File: config.mk
export PLATFORM = sky130hd
export DESIGN_NAME = reg_write_arbiter
export DESIGN_NICKNAME = d
export VERILOG_FILES = /design/src/rtl/reg_write_arbiter.sv
export SDC_FILE = /design/constraint.sdc
export NUM_CORES = 1
export LEC_CHECK = 0
export BUFFER_PORTS_ARGS = -buffer_cell sky130_fd_sc_hd__buf_2
export CAP_MARGIN = 20
export CORE_ASPECT_RATIO = 2
export CORE_MARGIN = 2
export CORE_UTILIZATION = 49
export DETAILED_ROUTE_END_ITERATION = 16
export PLACE_DENSITY = 0.87
export SYNTH_ARGS = -nofsm -noshare
export SYNTH_HDL_FRONTEND = slang
export SYNTH_SLANG_ARGS = --single-unit
export TNS_END_PERCENT = 50
File: constraint.sdc
create_clock -name clk -period 5.8 [get_ports clk]
set_input_delay 1.16 -clock clk [delete_from_list [all_inputs] [get_ports clk]]
set_output_delay 1.16 -clock clk [all_outputs]
set_load 0.03 [all_outputs]
File: src/rtl/reg_write_arbiter.sv
// rtl/reg_write_arbiter.sv - round-robin write-port arbiter for one shared datapath register
// Supports locked bursts of up to MAX_BURST writes and a clear request that overrides all other traffic.
module reg_write_arbiter #(
    parameter int N_REQ     = 4,
    parameter int DATA_W    = 32,
    parameter int MAX_BURST = 4
) (
    input  logic                    clk,
    input  logic                    reset,
    input  logic [N_REQ-1:0]        req,
    input  logic [N_REQ-1:0]        lock,
    input  logic [N_REQ*DATA_W-1:0] wdata,
    input  logic                    clr,
    output logic [N_REQ-1:0]        gnt,
    output logic                    reg_write,
    output logic [DATA_W-1:0]       reg_inp,
    output logic                    reg_clear,
    output logic                    busy
);

    localparam int PTR_W = $clog2(N_REQ);
    localparam int CNT_W = $clog2(MAX_BURST + 1);

    typedef enum logic [1:0] {
        IDLE  = 2'd0,
        GRANT = 2'd1,
        LOCK  = 2'd2,
        CLEAR = 2'd3
    } state_t;

    state_t             state;
    logic [PTR_W-1:0]   ptr;
    logic [PTR_W-1:0]   gidx;
    logic [CNT_W-1:0]   burst_cnt;

    logic               win_found;
    logic [PTR_W-1:0]   win_idx;
    logic [PTR_W-1:0]   win_next;
    logic               hold_lock;

    // First asserted request at or after ptr, wrapping modulo N_REQ.
    always_comb begin
        int idx;
        win_found = 1'b0;
        win_idx   = '0;
        for (int k = 0; k < N_REQ; k++) begin
            idx = int'(ptr) + k;
            if (idx >= N_REQ) begin
                idx = idx - N_REQ;
            end
            if (!win_found && req[idx]) begin
                win_found = 1'b1;
                win_idx   = PTR_W'(idx);
            end
        end
    end

    assign win_next  = (win_idx == PTR_W'(N_REQ - 1)) ? '0 : win_idx + PTR_W'(1);
    assign hold_lock = ((state == GRANT) || (state == LOCK)) && req[gidx] && lock[gidx]
                       && (burst_cnt < CNT_W'(MAX_BURST));

    always_ff @(posedge clk or negedge reset) begin
        if (!reset) begin
            state     <= IDLE;
            ptr       <= '0;
            gidx      <= '0;
            burst_cnt <= '0;
            gnt       <= '0;
            reg_write <= 1'b0;
            reg_inp   <= '0;
            reg_clear <= 1'b0;
            busy      <= 1'b0;
        end else if (clr) begin
            // Clear wins outright; pending requests simply wait and the pointer is untouched.
            state     <= CLEAR;
            gnt       <= '0;
            reg_write <= 1'b0;
            reg_clear <= 1'b1;
            burst_cnt <= '0;
            busy      <= 1'b1;
        end else begin
            reg_clear <= 1'b0;
            if (hold_lock) begin
                state     <= LOCK;
                reg_write <= 1'b1;
                reg_inp   <= wdata[int'(gidx)*DATA_W +: DATA_W];
                burst_cnt <= burst_cnt + CNT_W'(1);
                busy      <= 1'b1;
            end else if (win_found) begin
                state     <= GRANT;
                gnt       <= N_REQ'(1) << win_idx;
                reg_write <= 1'b1;
                reg_inp   <= wdata[int'(win_idx)*DATA_W +: DATA_W];
                ptr       <= win_next;
                gidx      <= win_idx;
                burst_cnt <= CNT_W'(1);
                busy      <= 1'b1;
            end else begin
                state     <= IDLE;
                gnt       <= '0;
                reg_write <= 1'b0;
                burst_cnt <= '0;
                busy      <= 1'b0;
            end
        end
    end

endmodule

==> Word-level counts from Yosys, hierarchy flattened <==
Cells that the tools add are included.
{ "totals": {"reg_bits": 48, "word_cells": 95} }
{ "op_classes": {"add_sub_neg": 9, "order_cmp": 10, "eq_ne": 4, "n_shift": 3, "n_mux": 45, "n_bitwise": 2, "reduce_logical": 13} }
{ "op_table": {"columns": ["op", "n"], "rows": [
  ["variable part select 128 x 8 -> 32 bit", 2],
  ["two-way mux 32 bit", 6],
  ["less-than comparator 32 x 4 -> 1 bit, second input constant", 4],
  ["two-way mux 1 bit", 21],
  ["two-way mux 2 bit", 7],
  ["binary-select mux 1 bit (select 2 bit)", 6],
  ["two-way mux 4 bit", 3],
  ["subtractor 3 x 3 -> 4 bit, second input constant", 3],
  [">= comparator 3 bit, second input constant", 3],
  ["adder 2 x 2 -> 3 bit, second input constant", 2],
  ["logical AND 1 bit", 6],
  ["two-way mux 3 bit", 2],
  ["== test 2 bit, second input constant", 2],
  ["<< shifter 1 x 2 -> 4 bit, first input constant", 1],
  ["subtractor 2 x 3 -> 4 bit, second input constant", 1],
  ["adder 2 x 1 -> 3 bit, second input constant", 1],
  ["adder 3 x 1 -> 3 bit, second input constant", 1],
  [">= comparator 2 x 3 -> 1 bit, second input constant", 1],
  ["zero test 1 bit", 3],
  ["less-than comparator 2 x 3 -> 1 bit, second input constant", 1],
  ["less-than comparator 3 bit, second input constant", 1],
  ["AND reduction 3 bit", 1],
  ["adder 2 x 1 -> 2 bit, second input constant", 1],
  ["== test 2 x 1 -> 1 bit, second input constant", 1],
  ["5 further kinds", 6]
]} }

==> Logic depth before layout (Yosys ltp) <==
{ "depth": {"depth_word": 19, "ltp_mapped": 9, "depth_no_buf": 7} }

==> Least setup slack after synthesis <==
OpenSTA, ideal clock, no wires.
{ "synth_path": {"path_type": "in2reg", "from": "input req[0]", "to": "register reg_inp[0]", "setup_ns": 0.134, "arrival_ns": 2.734, "required_time_ns": 5.666, "slack_ns": 2.932, "stages": 7, "path_cell_list": "nor2b_1 -> or4b_4 -> a21oi_1 -> nor2_2 -> clkbuf_1 -> o2111ai_1 -> o211ai_1"} }
{ "synth_via": {"elab_chain_len": 16} }
{ "synth_lines": {"columns": ["element", "line_no", "source"], "rows": [
  ["start: declaration", "10", "input logic [N_REQ-1:0] req,"],
  ["binary-select mux 1 bit (select 2 bit)", "51", "if (!win_found && req[idx]) begin"],
  ["two-way mux 1 bit (not written as such) (2 in a row)", "51", null],
  ["two-way mux 1 bit", "51", null],
  ["zero test 1 bit", "51", null],
  ["logical AND 1 bit", "51", null],
  ["two-way mux 1 bit", "51", null],
  ["zero test 1 bit", "51", null],
  ["logical AND 1 bit", "51", null],
  ["two-way mux 1 bit", "51", null],
  ["zero test 1 bit", "51", null],
  ["logical AND 1 bit", "51", null],
  ["two-way mux 2 bit", "51", null],
  ["variable part select 128 x 8 -> 32 bit", "93", "reg_inp <= wdata[int'(win_idx)*DATA_W +: DATA_W];"],
  ["two-way mux 32 bit", "89", "end else if (win_found) begin"],
  ["two-way mux 32 bit", "83", "if (hold_lock) begin"],
  ["end signal: assignment", "86", "reg_inp <= wdata[int'(gidx)*DATA_W +: DATA_W];"],
  ["end signal: assignment", "93", null],
  ["end: declaration", "16", "output logic [DATA_W-1:0] reg_inp,"]
]} }
Parallel ways exist; a longest one is shown, timed or not. The select of a mux whose other input is x is not followed.
A chain may end at the register's enable or synchronous reset.

==> Worst setup path after layout <==
{ "layout_path": {"from": "input req[1]", "to": "register reg_inp[23]"} }
Same word-level chain as after synthesis.

==> impl_metrics.env <==
export IMPL_synthCells=349
export IMPL_status="complete, no violations"
export IMPL_setup_viol=0
export IMPL_tightestPinTransition_ps=1060
export IMPL_min_path_type="register to register"
export IMPL_die_w_um=61.1
export IMPL_clockBufferDepth=2
export IMPL_synth_seq_cells=48
export IMPL_cts_hold_buf=0
export IMPL_timing_final_crit_period_ps=3780
export IMPL_path_max_fanout=31
export IMPL_dpl_cell_count=587
export IMPL_antenna_cells=0
export IMPL_power_density_nw_per_um2=490
export IMPL_fin_area_um2=4300
export IMPL_layout_drive_gt1_share_pct=44.7
export IMPL_post_route_drc_count=0
export IMPL_grtUsageTotal_pct=29.6
export IMPL_drv_cap=0
export IMPL_ant_nets=0
export IMPL_fmax_mhz=265
export IMPL_rsz0062_at_grt="no"
export IMPL_cp_arrival_ps=3880
export IMPL_cp_end_kind="register"
export IMPL_yosysWarnings=0
export IMPL_syn_area_um2=3200
export IMPL_postSynthAreaPerCell_um2=9.16
export IMPL_maxSlewViolCount=0
export IMPL_grt_max_degree=49
export IMPL_fin_tns_setup_ps=0
export IMPL_cp_required_ps=5910
export IMPL_seq_area_um2=1200
export IMPL_grt_ovfl_total=0
export IMPL_area_growth_pct=34.5
export IMPL_holdWs_ps=468
export IMPL_initial_utilization_pct=50.7
export IMPL_cts_resized_gates=0
export IMPL_dpl_instance_area_um2=4140
export IMPL_cts_setup_buffers=0
export IMPL_dp_hpwl_um=8020
export IMPL_postSynthNetCount=493
export IMPL_numCtsBuffers=5
export IMPL_relSlewSlack_pct=29.1
export IMPL_wl_um=10700
export IMPL_portBuffers=177
export IMPL_cts_sinks=48
export IMPL_grt_pass1_vias=3590
export IMPL_nets=653
export IMPL_clock_skew_ps=4.36
export IMPL_grt_pass1_wl_um=16400
export IMPL_wl_per_cell_um=17.9
export IMPL_die_h_um=118
export IMPL_p_total_mw=2.11
export IMPL_ios=178
export IMPL_multiInputGateArea_um2=1870
export IMPL_vdd_drop_max_uv=300
export IMPL_cts_root_buf="clkbuf_16"
export IMPL_ys_types=42
export IMPL_criticalPathCategory="input port to register"
export IMPL_core_area_um2=6310
export IMPL_instances_no_fill=596
export IMPL_num_rows=41
export IMPL_drtPass1Iterations=4
export IMPL_clkTransAtPathRegs_ps=60
export IMPL_cts_tree="yes"
export IMPL_fin_crit_sh_pct=65.1
export IMPL_start_kind="input port"
export IMPL_drt_iter0_markers=177
export IMPL_finalHoldViolations=0
export IMPL_fillers=566
export IMPL_reg2reg_setup_slack_ps=2060
export IMPL_clock_latency_ps=280
export IMPL_antenna_found_initial=0
export IMPL_gp_congestion=0.903
export IMPL_vias=3500
export IMPL_die_area_um2=7230
export IMPL_via_per_inst=5.87
export IMPL_leakagePower_nw=2.12
export IMPL_htreeDepth=2
export IMPL_yosysSeqAreaShare_pct=37.6
## through the flow
step                utilization (%)  setup slack (ps)
finish                         68.2              2020
global route                   68.2              1780
CTS                            67.9              1960
detailed placement             65.5              1650
global placement               65.1              1660
floorplan                         -              2930
## registers in the layout (all words and copies together) (netlist names)
name and count:
busy 1, reg_write 1, gnt 4, burst_cnt 3, ptr 2, state 2
reg_clear 1, gidx 2, reg_inp 32
## path summary, 6_finish.rpt
kind                            cells past startpoint      endpoint          from
worst max-delay path                                7   reg_inp[23]        req[1]
worst max register to register                      6   reg_inp[23]       gidx[0]
max in group asynchronous                           2   reg_inp[19]         reset
min in group asynchronous                           1          busy         reset
worst min-delay path                                1  burst_cnt[0]  burst_cnt[0]
worst min register to register                      1  burst_cnt[0]  burst_cnt[0]
## layout make-up
class / count / share of cell area, %
clock buffers: 8 / 3.40
inverters: 5 / 0.436
multi-input cells: 267 / 43.5
flip-flops and latches: 48 / 27.9
well taps: 86 / 2.50
repair buffers: 182 / 22.2
## Yosys cell counts
| library cell | n | share of area [%] |
|---|---|---|
| nand3b_1 | 3 | 0.70 |
| a31o_2 | 1 | 0.27 |
| ha_1 | 5 | 2.0 |
| a21oi_1 | 5 | 0.78 |
| o21ai_0 | 2 | 0.31 |
| a211o_1 | 1 | 0.27 |
| nand3_1 | 8 | 1.3 |
| a221oi_1 | 1 | 0.27 |
| nand2b_1 | 5 | 0.98 |
| nor3b_1 | 2 | 0.47 |
| o31ai_1 | 2 | 0.47 |
| inv_2 | 1 | 0.12 |
| nor3_1 | 3 | 0.47 |
| nand4b_1 | 1 | 0.27 |
| nor2_2 | 1 | 0.20 |
| o21bai_1 | 1 | 0.23 |
| nor2_1 | 3 | 0.35 |
| a21o_1 | 2 | 0.47 |
| inv_1 | 4 | 0.47 |
| o31a_1 | 1 | 0.27 |
| a211oi_1 | 2 | 0.47 |
| a41o_1 | 1 | 0.31 |
| or2_2 | 32 | 6.3 |
| buf_2 | 11 | 1.7 |
| a2bb2oi_1 | 1 | 0.27 |
| or4b_4 | 1 | 0.43 |
| a31oi_1 | 3 | 0.59 |
| o311ai_1 | 1 | 0.27 |
| or2_0 | 1 | 0.20 |
| mux4_2 | 1 | 0.70 |
| o211ai_1 | 30 | 7.0 |
| nand2_1 | 49 | 5.8 |
| xnor2_1 | 1 | 0.27 |
| or3_1 | 30 | 5.9 |
| o2111ai_1 | 29 | 7.9 |
| mux2i_1 | 32 | 10 |
| o221ai_1 | 1 | 0.27 |
| dfrtp_1 | 48 | 38 |
| mux2_2 | 1 | 0.35 |
| nor2b_1 | 3 | 0.59 |
| a211oi_2 | 1 | 0.39 |
| clkbuf_1 | 18 | 2.1 |
## critical path: stages
cell	delay [ps]
buf_2	130
or2_2	330
or3_1	410
nand2b_1	610
inv_1	170
nand2_1	820
o221ai_1	250
## per-layer routing
| layer | share of wire (%) | GRT usage, % | wire, um |
|---|---|---|---|
| met5 | 0 | 0 | 0 |
| met4 | 5.3 | 16.2 | 561 |
| met3 | 5.3 | 3.83 | 568 |
| met2 | 55 | 52.6 | 5880 |
| met1 | 34 | 31.3 | 3650 |
## logic make-up (layout without fill, tap and decap cells)
group / Yosys count / in the layout / synth area share, %
buffers and inverters: 34 / 195 / 4.42
adders and majority gates: 5 / 5 / 1.96
xor gates and xnor gates: 1 / 1 / 0.274
muxes: 34 / 34 / 11.1
DFF: 48 / 48 / 37.6
AOI/OAI and AO/OA: 85 / 85 / 20.9
and+or+nand+nor: 142 / 142 / 23.8
## cell usage in the layout (no fill, tap or decap), types with 3 or more instances in the layout
cell type	netlist	layout
buf_2	11	177
nor3_1	3	3
nand2b_1	5	5
ha_1	5	5
buf_4	0	3
nor2b_1	3	3
nand2_1	49	49
dfrtp_1	48	48
mux2i_1	32	32
a21oi_1	5	4
nand3_1	8	8
a31oi_1	3	3
o2111ai_1	29	29
o211ai_1	30	30
or3_1	30	30
nand3b_1	3	3
clkbuf_16	0	5
nor2_1	3	3
inv_1	4	4
or2_2	32	32
## where the power goes
group	internal, mW	switching, mW	total (mW)
sequential	0.468	0.115	0.583
combinational	0.461	0.770	1.23
clock	0.172	0.121	0.293
total	1.10	1.01	2.11
No activity file was read; power rests on OpenSTA's default activity.
